<file path="src/rtl/mc_pkg.sv">
// Shared encodings for the multicycle main decoder: FSM states, opcodes,
// ALU operation classes and the packed control word.
package mc_pkg;

  typedef enum logic [3:0] {
    FETCH   = 4'd0,
    DECODE  = 4'd1,
    MEMADR  = 4'd2,
    MEMRD   = 4'd3,
    MEMWB   = 4'd4,
    MEMWR   = 4'd5,
    EXECUTE = 4'd6,
    ALUWB   = 4'd7,
    BEQ     = 4'd8,
    ADDIEX  = 4'd9,
    ADDIWB  = 4'd10,
    JUMP    = 4'd11,
    HALT    = 4'd12
  } state_t;

  localparam logic [5:0] OP_LW    = 6'b100011;
  localparam logic [5:0] OP_SW    = 6'b101011;
  localparam logic [5:0] OP_RTYPE = 6'b000000;
  localparam logic [5:0] OP_BEQ   = 6'b000100;
  localparam logic [5:0] OP_ADDI  = 6'b001000;
  localparam logic [5:0] OP_J     = 6'b000010;

  // Shared with the downstream ALU decoder.
  localparam logic [1:0] ALUOP_ADD   = 2'b00;
  localparam logic [1:0] ALUOP_SUB   = 2'b01;
  localparam logic [1:0] ALUOP_FUNCT = 2'b10;

  localparam logic [1:0] SRCB_REG     = 2'b00;
  localparam logic [1:0] SRCB_FOUR    = 2'b01;
  localparam logic [1:0] SRCB_IMM     = 2'b10;
  localparam logic [1:0] SRCB_IMM_SH2 = 2'b11;

  localparam logic [1:0] PC_ALU    = 2'b00;
  localparam logic [1:0] PC_ALUOUT = 2'b01;
  localparam logic [1:0] PC_JUMP   = 2'b10;

  typedef struct packed {
    logic [1:0] aluop;
    logic       alusrca;
    logic [1:0] alusrcb;
    logic [1:0] pcsrc;
    logic       iord;
    logic       irwrite;
    logic       memwrite;
    logic       regwrite;
    logic       regdst;
    logic       memtoreg;
    logic       pcwrite;
    logic       branch;
    logic       illegal_op;
  } ctrl_t;

  localparam ctrl_t CTRL_IDLE = '0;

endpackage

</file>
<file path="src/rtl/mc_outdec.sv">
// Combinational state -> control word decode. Only FETCH looks at
// mem_ready, so the instruction register and PC load on the completing cycle.
module mc_outdec
  import mc_pkg::*;
(
  input  state_t state,
  input  logic   mem_ready,
  output ctrl_t  ctrl
);

  always_comb begin
    // NOTE: default the whole word first so no branch can leave a field unassigned and infer a latch.
    ctrl = CTRL_IDLE;
    case (state)
      FETCH: begin
        ctrl.alusrcb = SRCB_FOUR;
        ctrl.aluop   = ALUOP_ADD;
        ctrl.pcsrc   = PC_ALU;
        ctrl.irwrite = mem_ready;
        ctrl.pcwrite = mem_ready;
      end
      DECODE: begin
        ctrl.alusrcb = SRCB_IMM_SH2;
        ctrl.aluop   = ALUOP_ADD;
      end
      MEMADR, ADDIEX: begin
        ctrl.alusrca = 1'b1;
        ctrl.alusrcb = SRCB_IMM;
        ctrl.aluop   = ALUOP_ADD;
      end
      MEMRD: ctrl.iord = 1'b1;
      MEMWB: begin
        ctrl.regwrite = 1'b1;
        ctrl.memtoreg = 1'b1;
      end
      MEMWR: begin
        ctrl.iord     = 1'b1;
        ctrl.memwrite = 1'b1;
      end
      EXECUTE: begin
        ctrl.alusrca = 1'b1;
        ctrl.alusrcb = SRCB_REG;
        ctrl.aluop   = ALUOP_FUNCT;
      end
      ALUWB: begin
        ctrl.regwrite = 1'b1;
        ctrl.regdst   = 1'b1;
      end
      BEQ: begin
        ctrl.alusrca = 1'b1;
        ctrl.alusrcb = SRCB_REG;
        ctrl.aluop   = ALUOP_SUB;
        ctrl.pcsrc   = PC_ALUOUT;
        ctrl.branch  = 1'b1;
      end
      ADDIWB: ctrl.regwrite = 1'b1;
      JUMP: begin
        ctrl.pcsrc   = PC_JUMP;
        ctrl.pcwrite = 1'b1;
      end
      HALT:    ctrl.illegal_op = 1'b1;
      default: ctrl = CTRL_IDLE;
    endcase
  end

endmodule

</file>
<file path="src/rtl/mc_maindec.sv">
// Multicycle main decoder: Moore FSM sequencing the datapath per opcode.
// Write enables are additionally masked by reset so nothing commits while held.
module mc_maindec
  import mc_pkg::*;
(
  input  logic       clk,
  input  logic       reset,
  input  logic [5:0] op,
  input  logic       mem_ready,
  output logic [1:0] aluop,
  output logic       alusrca,
  output logic [1:0] alusrcb,
  output logic [1:0] pcsrc,
  output logic       iord,
  output logic       irwrite,
  output logic       memwrite,
  output logic       regwrite,
  output logic       regdst,
  output logic       memtoreg,
  output logic       pcwrite,
  output logic       branch,
  output logic       illegal_op,
  output logic [3:0] state
);

  state_t state_q, state_d;
  ctrl_t  ctrl;

  always_ff @(posedge clk or negedge reset) begin
    // NOTE: non-blocking assignment for state so every flop samples pre-edge values.
    if (!reset) state_q <= FETCH;
    else        state_q <= state_d;
  end

  always_comb begin
    state_d = FETCH;
    case (state_q)
      FETCH:  state_d = mem_ready ? DECODE : FETCH;
      DECODE: begin
        case (op)
          OP_LW, OP_SW: state_d = MEMADR;
          OP_RTYPE:     state_d = EXECUTE;
          OP_BEQ:       state_d = BEQ;
          OP_ADDI:      state_d = ADDIEX;
          OP_J:         state_d = JUMP;
          default:      state_d = HALT;
        endcase
      end
      MEMADR:  state_d = (op == OP_SW) ? MEMWR : MEMRD;
      MEMRD:   state_d = mem_ready ? MEMWB : MEMRD;
      MEMWR:   state_d = mem_ready ? FETCH : MEMWR;
      EXECUTE: state_d = ALUWB;
      ADDIEX:  state_d = ADDIWB;
      HALT:    state_d = HALT;
      MEMWB, ALUWB, BEQ, ADDIWB, JUMP: state_d = FETCH;
      default: state_d = FETCH;
    endcase
  end

  mc_outdec u_outdec (
    .state     (state_q),
    .mem_ready (mem_ready),
    .ctrl      (ctrl)
  );

  always_comb begin
    aluop      = ctrl.aluop;
    alusrca    = ctrl.alusrca;
    alusrcb    = ctrl.alusrcb;
    pcsrc      = ctrl.pcsrc;
    iord       = ctrl.iord;
    regdst     = ctrl.regdst;
    memtoreg   = ctrl.memtoreg;
    branch     = ctrl.branch;
    illegal_op = ctrl.illegal_op;
    irwrite    = ctrl.irwrite  & reset;
    memwrite   = ctrl.memwrite & reset;
    regwrite   = ctrl.regwrite & reset;
    pcwrite    = ctrl.pcwrite  & reset;
    state      = state_q;
  end

endmodule
</file>
<file path="config.mk">
export PLATFORM = sky130hd
export DESIGN_NAME = mc_maindec
export DESIGN_NICKNAME = d
export VERILOG_FILES = /design/src/rtl/mc_pkg.sv /design/src/rtl/mc_outdec.sv /design/src/rtl/mc_maindec.sv
export SDC_FILE = /design/constraint.sdc
export NUM_CORES = 1
export LEC_CHECK = 0
export ABC_AREA = 1
export CAP_MARGIN = 20
export CORE_MARGIN = 5
export CORE_UTILIZATION = 35
export CTS_CLUSTER_SIZE = 40
export DETAILED_ROUTE_END_ITERATION = 10
export PLACE_DENSITY = 0.79
export RECOVER_POWER = 100
export SYNTH_ARGS = -nofsm -noshare
export SYNTH_HDL_FRONTEND = slang
export SYNTH_HIERARCHICAL = 1
export SYNTH_SLANG_ARGS = --single-unit
</file>
<file path="constraint.sdc">
create_clock -name clk -period 1.4 [get_ports clk]
set_input_delay 0.21 -clock clk [delete_from_list [all_inputs] [get_ports clk]]
set_output_delay 0.21 -clock clk [all_outputs]
set_load 0.01 [all_outputs]
</file>
==> impl_metrics.csv <==
group,metric,value,unit
run_status,status,"finished, violations left",
run_status,failed_checks,"setup timing",
timing,post-route-period-util,1.09,
global_routing,antenna_found_initial,0,
yosys,synth_compound_area_frac,0.0437,
critical_path,ff2ff_setup_slack,70,ps
detailed_routing,dr.pass1.iters,4,
power_and_ir_drop,p_int,1.19,mW
yosys,synth-warning-count,6,
floorplan,dieHeight,50.5,um
yosys,ys_seq_area_frac,0.175,
clock_network,clk_path_buf_depth,2,
floorplan,initial_core_util,0.376,
clock_network,cts-root-buf,"clkbuf_4",
yosys,synth_fa_ha_area_frac,0,
critical_path,cp-end-kind,"primary output",
timing,hold_viol_final,0,
yosys,syn_area_per_cell,5.41,um2
power_and_ir_drop,p_switching,1.18,mW
global_routing,grt_pass1_vias,912,
yosys,synth.area.mux_share,0,
clock_network,clk_latency,240,ps
critical_path,crit_arrival,1310,ps
detailed_routing,via_per_inst,5.07,
power_and_ir_drop,power_density,2020,nW/um2
layout,area_growth,104,%
clock_network,holdBufCountCts,0,
yosys,syn_area,573,um2
layout,drive_gt1_frac,0.532,
timing,max_freq,658,MHz
floorplan,dieWidth,50.5,um
timing,relSlewSlack,0.860,
yosys,yosys_register_bits,4,
yosys,synth_top_family_by_area,"simple AND/OR/NAND/NOR gates",
yosys,syn-num-nets,115,
clock_network,clk_pin_slew,40,ps
detailed_routing,wirelength,2200,um
yosys,yosys.area_share.xor_xnor,0,
global_routing,grt_pass1_wl,3480,um
detailed_routing,vias,872,
global_routing,grt_max_degree,9,
clock_network,cts_buffers,3,
layout,diodes,0,
timing,slew_viol_final,0,
timing,worst_slew_pin_slew,209,ps
clock_network,cts_tree,"done",
critical_path,cp_max_fo,5,
timing,setup_tns,-867,ps
timing,timing.final.crit_period,1520,ps
placement,port_buffers,28,
timing,setup_viol,12,
detailed_routing,drcViolationCount,0,
power_and_ir_drop,p_seq_frac,0.115,
critical_path,start_kind,"flip-flop",
floorplan,rows,14,
critical_path,path_class,"flip-flop to primary output",
yosys,synth-simple-area-share,0.624,
layout,largest_reg_flops,4,
timing,grt_setup_unrepaired,"yes",
global_routing,grt_util_all_layers,0.167,
power_and_ir_drop,vdd_drop_max,1030,uV
floorplan,core_region_area,1520,um2
power_and_ir_drop,p_leak,0.623,nW
critical_path,r2r_end,"state[3]",
global_routing,grt_overflow_total,0,
layout,num-nets-final,167,
hold_path,hp-class,"input port to async pin",
floorplan,pin_count,29,
yosys,synthTopCellsByArea,"nand2_1, dfrtp_1, nor2_1",
placement,dp.final_hpwl,1520,um
timing,finClkSkew,1.93,ps
yosys,synthCells,106,
yosys,netlist.top_cell.by_area,"nand2_1",
layout,fillers,104,
timing,fin_ws,-120,ps
power_and_ir_drop,pwr-share-clk,0.060,
flow_run,cap_violations,0,
yosys,synth.top_cell.area_share,0.177,
critical_path,reg2regPathDepth,7,
detailed_routing,first_iter_violations,10,
yosys,ys_types,17,
critical_path,cp.required,1190,ps
floorplan,dieArea,2550,um2
power_and_ir_drop,p_sw_frac,0.499,
detailed_routing,routedWlPerCell,12.8,um
power_and_ir_drop,p_comb_frac,0.825,
placement,place.gp.congestion,0.879,
clock_network,cts_max_level,1,
clock_network,clock_sinks,4,
power_and_ir_drop,total_power,2.37,mW
detailed_routing,ant_nets,0,
critical_path,r2r_start,"state[1]",
==> cells in the mapped netlist <==
library cell  instances
nand2_1              27
nor2_1               18
inv_1                17
nand3_1              12
nor2_2                6
nand4_1               5
dfrtp_1               4
inv_2                 3
nand3b_1              3
buf_4                 2
nand2_2               2
o22ai_1               2
nand3_2               1
nor3_1                1
nor3_2                1
o211ai_1              1
o21ai_1               1
==> how the worst max path moves through the flow <==
stage,from,end,slack [ps],cells after the start
finish,state[1],pcwrite,-120,7
detailed placement,mem_ready,pcwrite,-320,6
CTS,state[1],pcwrite,-130,7
global route,state[3],regwrite,-210,8
floorplan,state[3],alusrca,20,4
global placement,mem_ready,pcwrite,-310,6
==> placed cells by master (no fill, tap or decap), types with 5 or more instances in the layout <==
cell type        count
buf_2                8
nand4_1              5
buf_6               18
inv_2                6
nand3_1             12
inv_1               11
nand2_2              6
buf_4               12
nor2_4               6
nand2_1             18
nand2_4              5
nor2_1              11
clkdlybuf4s50_1      8
nor2_2               7
==> logic make-up (layout without fill, tap and decap cells) <==
kind of cell,Yosys count,count (layout)
compound gates,4,4
buf+inv,22,72
flops,4,4
simple gates,76,76
==> power groups by stage <==
stage / sequential [mW] / combinational (mW) / clock [mW]
finish: 0.272 / 1.96 / 0.143
global route: 0.283 / 2.11 / 0.156
CTS: 0.265 / 1.59 / 0.142
detailed placement: 0.246 / 1.42 / 0
global placement: 0.246 / 1.37 / 0
floorplan: 0.312 / 0.625 / 0
==> per-layer routing <==
metal,global-route usage,vias to the layer above,wire (um),part of all wire
met5,0,-,0,0
met4,0.0936,0,36,0.016
met3,0.0325,4,147,0.067
met2,0.345,32,1190,0.54
met1,0.139,397,835,0.38
li1,-,439,-,-
==> layout make-up <==
type                    instances  area (um2)  share of cell area
flip-flops and latches          4         104              0.0887
repair buffers                 49         435               0.372
clock buffers                   3        22.5              0.0192
multi-input cells              80         502               0.428
well taps                      16        20.0              0.0171
inverters                      20        87.6              0.0748
==> metrics by stage <==
| stage | instance area (um2) | utilization | worst slack (ps) | std cells | hold slack (ps) |
|---|---|---|---|---|---|
| 2_1_floorplan | 573 | - | 24.6 | 106 | -85.6 |
| 5_1_grt | 1170 | 0.768 | -211 | 172 | 387 |
| 6_report | 1170 | 0.768 | -120 | 172 | 382 |
| 4_1_cts | 1050 | 0.691 | -127 | 170 | 374 |
| 3_5_place_dp | 963 | 0.632 | -324 | 162 | 611 |
| 3_3_place_gp | 963 | 0.632 | -305 | 162 | 599 |
==> worst max-delay path, cell delays in order (launching register included) <==
cell and delay (ps):
dfrtp_2 440, buf_6 130, nor2_4 90, nand2_2 70, o22ai_2 100, nand2_1 70, inv_1 70, buf_6 100
==> repair_timing <==
| action | CTS | global route |
|---|---|---|
| gates resized for setup | 103 | 33 |
| gates cloned | 0 | 0 |
| endpoints found under the setup margin | 20 | 19 |
| setup buffers | 5 | 2 |
| pin swaps | 6 | 9 |
(Power assumes the default switching activity.)
